<file path="config.mk">
export PLATFORM = sky130hd
export DESIGN_NAME = dmem_access_ctrl
export DESIGN_NICKNAME = d
export VERILOG_FILES = /design/src/rtl/dmem_access_ctrl.sv
export SDC_FILE = /design/constraint.sdc
export NUM_CORES = 1
export LEC_CHECK = 0
export ABC_AREA = 1
export BUFFER_PORTS_ARGS = -buffer_cell sky130_fd_sc_hd__buf_2
export CAP_MARGIN = 20
export CORE_MARGIN = 3
export CORE_UTILIZATION = 25
export DETAILED_ROUTE_END_ITERATION = 16
export SLEW_MARGIN = 20
export SYNTH_ARGS = -nofsm -noshare
export SYNTH_HDL_FRONTEND = slang
export SYNTH_SLANG_ARGS = --single-unit
</file>
<file path="constraint.sdc">
create_clock -name clk -period 1.75 [get_ports clk]
set_input_delay 0.175 -clock clk [delete_from_list [all_inputs] [get_ports clk]]
set_output_delay 0.175 -clock clk [all_outputs]
set_load 0.01 [all_outputs]
</file>
<file path="src/rtl/dmem_access_ctrl.sv">
// Load/store front end for a word-wide data memory: subword access via
// read-modify-write, lane extraction with sign/zero extension, misalignment errors.
module dmem_access_ctrl #(
    parameter int unsigned AW = 32,
    parameter int unsigned DW = 32
) (
    input  logic          clk,
    input  logic          reset_n,
    input  logic          req_valid,
    output logic          req_ready,
    input  logic          req_we,
    input  logic [1:0]    req_size,
    input  logic          req_signed,
    input  logic [AW-1:0] req_addr,
    input  logic [DW-1:0] req_wdata,
    output logic          resp_valid,
    output logic [DW-1:0] resp_rdata,
    output logic          resp_err,
    output logic          mem_re,
    output logic          mem_we,
    output logic [AW-1:0] mem_a,
    output logic [DW-1:0] mem_wd,
    input  logic [DW-1:0] mem_rd
);

    localparam int unsigned BYTE_W = 8;
    localparam int unsigned HALF_W = 16;

    localparam logic [1:0] SZ_BYTE = 2'b00;
    localparam logic [1:0] SZ_HALF = 2'b01;
    localparam logic [1:0] SZ_WORD = 2'b10;

    localparam logic [1:0] IDLE = 2'd0;
    localparam logic [1:0] RD   = 2'd1;
    localparam logic [1:0] WR   = 2'd2;
    localparam logic [1:0] RESP = 2'd3;

    logic [1:0]        state, state_nxt;
    logic              we_q, we_nxt;
    logic [1:0]        size_q, size_nxt;
    logic              sgn_q, sgn_nxt;
    logic [1:0]        off_q, off_nxt;
    logic [HALF_W-1:0] wdata_q, wdata_nxt;

    logic              req_ready_nxt;
    logic              resp_valid_nxt;
    logic [DW-1:0]     resp_rdata_nxt;
    logic              resp_err_nxt;
    logic              mem_re_nxt;
    logic              mem_we_nxt;
    logic [AW-1:0]     mem_a_nxt;
    logic [DW-1:0]     mem_wd_nxt;

    logic              misaligned;
    logic [4:0]        byte_sh;
    logic [4:0]        half_sh;
    logic [BYTE_W-1:0] lane_b;
    logic [HALF_W-1:0] lane_h;
    logic [DW-1:0]     load_data;
    logic [DW-1:0]     merged_word;

    // Alignment rule for the incoming request; reserved size always errors
    always_comb begin
        misaligned = 1'b0;
        case (req_size)
            SZ_BYTE: misaligned = 1'b0;
            SZ_HALF: misaligned = req_addr[0];
            SZ_WORD: misaligned = |req_addr[1:0];
            default: misaligned = 1'b1;
        endcase
    end

    assign byte_sh = {off_q, 3'b000};
    assign half_sh = {off_q[1], 4'b0000};

    // Lane extraction and extension of the word read from memory
    always_comb begin
        lane_b    = mem_rd[byte_sh +: BYTE_W];
        lane_h    = mem_rd[half_sh +: HALF_W];
        load_data = mem_rd;
        case (size_q)
            SZ_BYTE: load_data = {{(DW-BYTE_W){sgn_q & lane_b[BYTE_W-1]}}, lane_b};
            SZ_HALF: load_data = {{(DW-HALF_W){sgn_q & lane_h[HALF_W-1]}}, lane_h};
            default: load_data = mem_rd;
        endcase
    end

    // Read-modify-write merge of subword store data into the read word
    always_comb begin
        merged_word = mem_rd;
        if (size_q == SZ_HALF) begin
            merged_word[half_sh +: HALF_W] = wdata_q;
        end else begin
            merged_word[byte_sh +: BYTE_W] = wdata_q[BYTE_W-1:0];
        end
    end

    // Next-state and next-output logic; every output is registered from here
    always_comb begin
        state_nxt      = state;
        we_nxt         = we_q;
        size_nxt       = size_q;
        sgn_nxt        = sgn_q;
        off_nxt        = off_q;
        wdata_nxt      = wdata_q;
        resp_valid_nxt = 1'b0;
        resp_rdata_nxt = '0;
        resp_err_nxt   = 1'b0;
        mem_re_nxt     = 1'b0;
        mem_we_nxt     = 1'b0;
        mem_a_nxt      = mem_a;
        mem_wd_nxt     = mem_wd;
        case (state)
            IDLE: begin
                if (req_valid) begin
                    we_nxt    = req_we;
                    size_nxt  = req_size;
                    sgn_nxt   = req_signed;
                    off_nxt   = req_addr[1:0];
                    wdata_nxt = req_wdata[HALF_W-1:0];
                    mem_a_nxt = {req_addr[AW-1:2], 2'b00};
                    if (misaligned) begin
                        state_nxt      = RESP;
                        resp_valid_nxt = 1'b1;
                        resp_err_nxt   = 1'b1;
                    end else if (!req_we || (req_size != SZ_WORD)) begin
                        state_nxt  = RD;
                        mem_re_nxt = 1'b1;
                    end else begin
                        state_nxt  = WR;
                        mem_we_nxt = 1'b1;
                        mem_wd_nxt = req_wdata;
                    end
                end
            end
            RD: begin
                if (!we_q) begin
                    state_nxt      = RESP;
                    resp_valid_nxt = 1'b1;
                    resp_rdata_nxt = load_data;
                end else begin
                    state_nxt  = WR;
                    mem_we_nxt = 1'b1;
                    mem_wd_nxt = merged_word;
                end
            end
            WR: begin
                state_nxt      = RESP;
                resp_valid_nxt = 1'b1;
            end
            default: begin
                state_nxt = IDLE;
            end
        endcase
        req_ready_nxt = (state_nxt == IDLE);
    end

    // State, captured request and registered outputs
    always_ff @(posedge clk or negedge reset_n) begin
        if (!reset_n) begin
            state      <= IDLE;
            we_q       <= 1'b0;
            size_q     <= 2'b00;
            sgn_q      <= 1'b0;
            off_q      <= 2'b00;
            wdata_q    <= '0;
            req_ready  <= 1'b1;
            resp_valid <= 1'b0;
            resp_rdata <= '0;
            resp_err   <= 1'b0;
            mem_re     <= 1'b0;
            mem_we     <= 1'b0;
            mem_a      <= '0;
            mem_wd     <= '0;
        end else begin
            state      <= state_nxt;
            we_q       <= we_nxt;
            size_q     <= size_nxt;
            sgn_q      <= sgn_nxt;
            off_q      <= off_nxt;
            wdata_q    <= wdata_nxt;
            req_ready  <= req_ready_nxt;
            resp_valid <= resp_valid_nxt;
            resp_rdata <= resp_rdata_nxt;
            resp_err   <= resp_err_nxt;
            mem_re     <= mem_re_nxt;
            mem_we     <= mem_we_nxt;
            mem_a      <= mem_a_nxt;
            mem_wd     <= mem_wd_nxt;
        end
    end

endmodule

</file>
==> impl_metrics.tcl <==
set metrics [dict create \
    outcome "completed" \
    cts_made_buffers 17 \
    grt_setup_unrepaired "true" \
    setup-violations-final 0 \
    logic_pwr_share_pct 49.9 \
    crit_path_cell_trace "inv_1 > ha_1 > buf_4 > nand2_4 > buf_4 > mux2_2" \
    cp-end-kind "register" \
    tns_ns 0 \
    p_leak_uw 0.00502 \
    drc 0 \
    starting_utilization_of_the_core_area_pct 25.8 \
    fillCellCount 2775 \
    power.clock.fraction_pct 22.0 \
    finalCritPeriodShare_pct 95.5 \
    arrival_ns 2.00 \
    synthMostInstantiatedCell "nand2_1" \
    sequential_fraction_of_the_synthesis_area_pct 45.2 \
    max-clock-path-buffers 2 \
    worstPathBufferInverterCount 3 \
    synth.avg_cell_area_sq_um 7.70 \
    grt_first_pass_wirelength_mm 37.2 \
    whs_endpoint "wdata_q[3]" \
    share_of_synthesized_flip_flops_with_an_asynchronous_set_or_reset_pct 100 \
    fin_crit_ns 1.67 \
    globalplace.congestion 0.945 \
    fraction_of_final_layout_cells_with_drive_strength_greater_than_1_pct 30.7 \
    antenna_found_initial 3 \
    clk_pin_slew_worst_paths_ns 0.07 \
    drt_pre_antenna_iters 7 \
    synth_enable_flop_cells 0 \
    synth.top_cells.by_count "nand2_1 (324), dfrtp_1 (122), nor2_1 (81)" \
    grt_pass1_vias 6660 \
    ys_top_cells_by_area "dfrtp_1 (45%), nand2_1 (18%), mux2_2 (6.6%)" \
    grt_usage_pct 16.7 \
    cp_slowest_stage_delay_ns 0.39 \
    ys_ff_latch 123 \
    hp-start "req_wdata[3]" \
    intPower_uw 10000 \
    ir_worst_vdd_v 0.000994 \
    start_kind "register" \
    cp_common_cell "buf_4" \
    reg2reg_depth 6 \
    worstHoldPathCells 3 \
    finalNetCount 1247 \
    synth-main-ff-cell "dfrtp_1" \
    p_seq_share_pct 28.0 \
    net_load_switching_power_uw 7550 \
    power_density_mw_per_mm2 1850 \
    drt-wirelength-per-cell_um 16.6 \
    critical_path.max_fanout 10 \
    final-hold-violation-count 0 \
    cts-root-buf "clkbuf_16" \
    syn_area_sq_mm 0.00681 \
    vias 6828 \
    synthCells 884 \
    drt.antenna.violating_nets 0 \
    worst_skew_pair.late_latency_ns 0.44 \
    r2r_start "state[0]" \
    cp.required_ns 2.08 \
    area_growth_pct 39.0 \
    fmax_mhz 599 \
    crit_family "buffers and inverters" \
    io_buffer_count 201 \
    tritoncts_num_sinks 123 \
    synth.yosys.warnings 0 \
    worstHoldPathType "input pin to register" \
    gr-total-overflow 0 \
    drt-total-wl_mm 24.7 \
    r2r_setup_slack_ns 0.08 \
    die_extent_in_x_um 171 \
    cts_tree "yes" \
    drtIter0Drc 528 \
    setup.worst_path.class "register to register" \
    dp_hpwl_mm 18.3 \
    final_core_util_pct 35.8 \
    core_area_sq_mm 0.0264 \
    drv_cap 0 \
    maxSlewViolCount 0 \
    yosys.area.top_type_share_pct 44.8 \
    power.share.switching_pct 43.0 \
    ioPinCount 204 \
    standard_cell_rows 59 \
    finClkSkew_ns 0.0187 \
    critical-path-slowest-cell "dfrtp_1" \
    depth_of_the_cts_h_tree 4 \
    vias_per_cell 4.60 \
    dieHeight_um 171 \
    maximum_number_of_pins_on_one_net_before_global_route_repair 69 \
    regToRegEndpoint "mem_a[8]" \
    synth_cell_types 33 \
    netlist.top_cell.by_area "dfrtp_1" \
    design.die.area_sq_mm 0.0293 \
]
-- repair_timing --
action / 4_1_cts / 5_1_grt
hold endpoints to repair: 157 / 0
setup endpoints to repair: 0 / 50
resized for setup: 0 / 20
buffers inserted: 0 / 4
hold buffers: 36 / 0
-- power by group through the flow --
stage                     combinational (uW)  clock [uW]  sequential, uW
final                                   8760        3870            4920
after global routing                    9790        4080            5080
after CTS                               8570        3950            4910
after detailed placement                8470           0            4930
after global placement                  8400           0            4930
after floorplan                         5050           0            5150
-- layer usage --
| layer | global-route usage, % | share of wire [%] |
|---|---|---|
| met5 | 0 | 0.17 |
| met4 | 3.99 | 1.2 |
| met3 | 5.45 | 8.9 |
| met2 | 26.9 | 47 |
| met1 | 21.7 | 43 |
-- flip-flops by register name (all words and copies together) (netlist names), 2 cells and up --
register    count
mem_a          30
mem_wd         32
off_q           2
resp_rdata     32
size_q          2
state           2
wdata_q        16
-- cell families after synthesis --
| kind of cell | count (synthesis) | share of synthesized area, % |
|---|---|---|
| simple gates | 482 | 29.8 |
| compound gates | 120 | 9.28 |
| fa+ha+maj | 9 | 1.65 |
| other cells | 1 | 0.0551 |
| mux | 40 | 6.61 |
| buf+inv | 109 | 7.39 |
| flops | 123 | 45.2 |
-- cell usage in the layout, fill, tap and decap left out, types with 2 or more instances in the layout --
cell type / instances
a21boi_0: 2
a21oi_1: 25
buf_12: 7
buf_2: 200
buf_4: 31
buf_6: 3
bufinv_16: 4
clkbuf_16: 19
clkbuf_8: 2
clkinv_4: 2
clkinvlp_4: 3
conb_1: 2
dfrtp_1: 122
dlygate4sd3_1: 36
ha_1: 6
ha_2: 3
inv_1: 54
inv_2: 5
inv_6: 4
mux2_2: 40
nand2_1: 320
nand2_2: 6
nand2_4: 3
nand3_1: 51
nand3_2: 3
nor2_1: 80
nor2_4: 13
o211ai_1: 7
o21ai_0: 57
o21ai_1: 26
or2_0: 3
-- cell type report --
class	instances	area, sq um	share of cell area, %
well taps	335	419	4.43
inverters	61	236	2.50
flip-flops and latches	123	3080	32.5
repair buffers	279	1820	19.2
clock buffers	20	457	4.82
multi-input cells	653	3270	34.5
diodes	1	2.50	0.0264
clock inverters	12	186	1.97
-- how the worst max path moves through the flow --
stage                        start             end  slack (ns)  cells past startpoint
final                     state[0]        mem_a[8]        0.08                      6
after global routing      off_q[1]  resp_rdata[18]       -0.02                     10
after CTS                 off_q[1]      mem_wd[11]        0.02                      9
after detailed placement  off_q[1]      mem_wd[10]        0.03                      9
after global placement    off_q[0]      mem_wd[10]        0.04                      9
after floorplan           off_q[1]      mem_wd[14]       0.003                     12
-- worst min-delay path, stage by stage --
cell	delay, ns
buf_2	0.09
inv_1	0.06
o21ai_0	0.08
-- stage by stage --
stage	instances	total power (uW)	hold slack, ns	setup WS [ns]	instance area, sq um
after floorplan	885	10200	-0.121	0.00265	6810
after global placement	1409	13300	-0.0107	0.0387	8340
after detailed placement	1409	13400	-0.0130	0.0336	8340
after CTS	1477	17400	0.00245	0.0212	9340
after global routing	1483	18900	0.00396	-0.0228	9460
final	1484	17500	0.0102	0.0794	9470
Note: power is estimated with default switching activity, not from simulation.
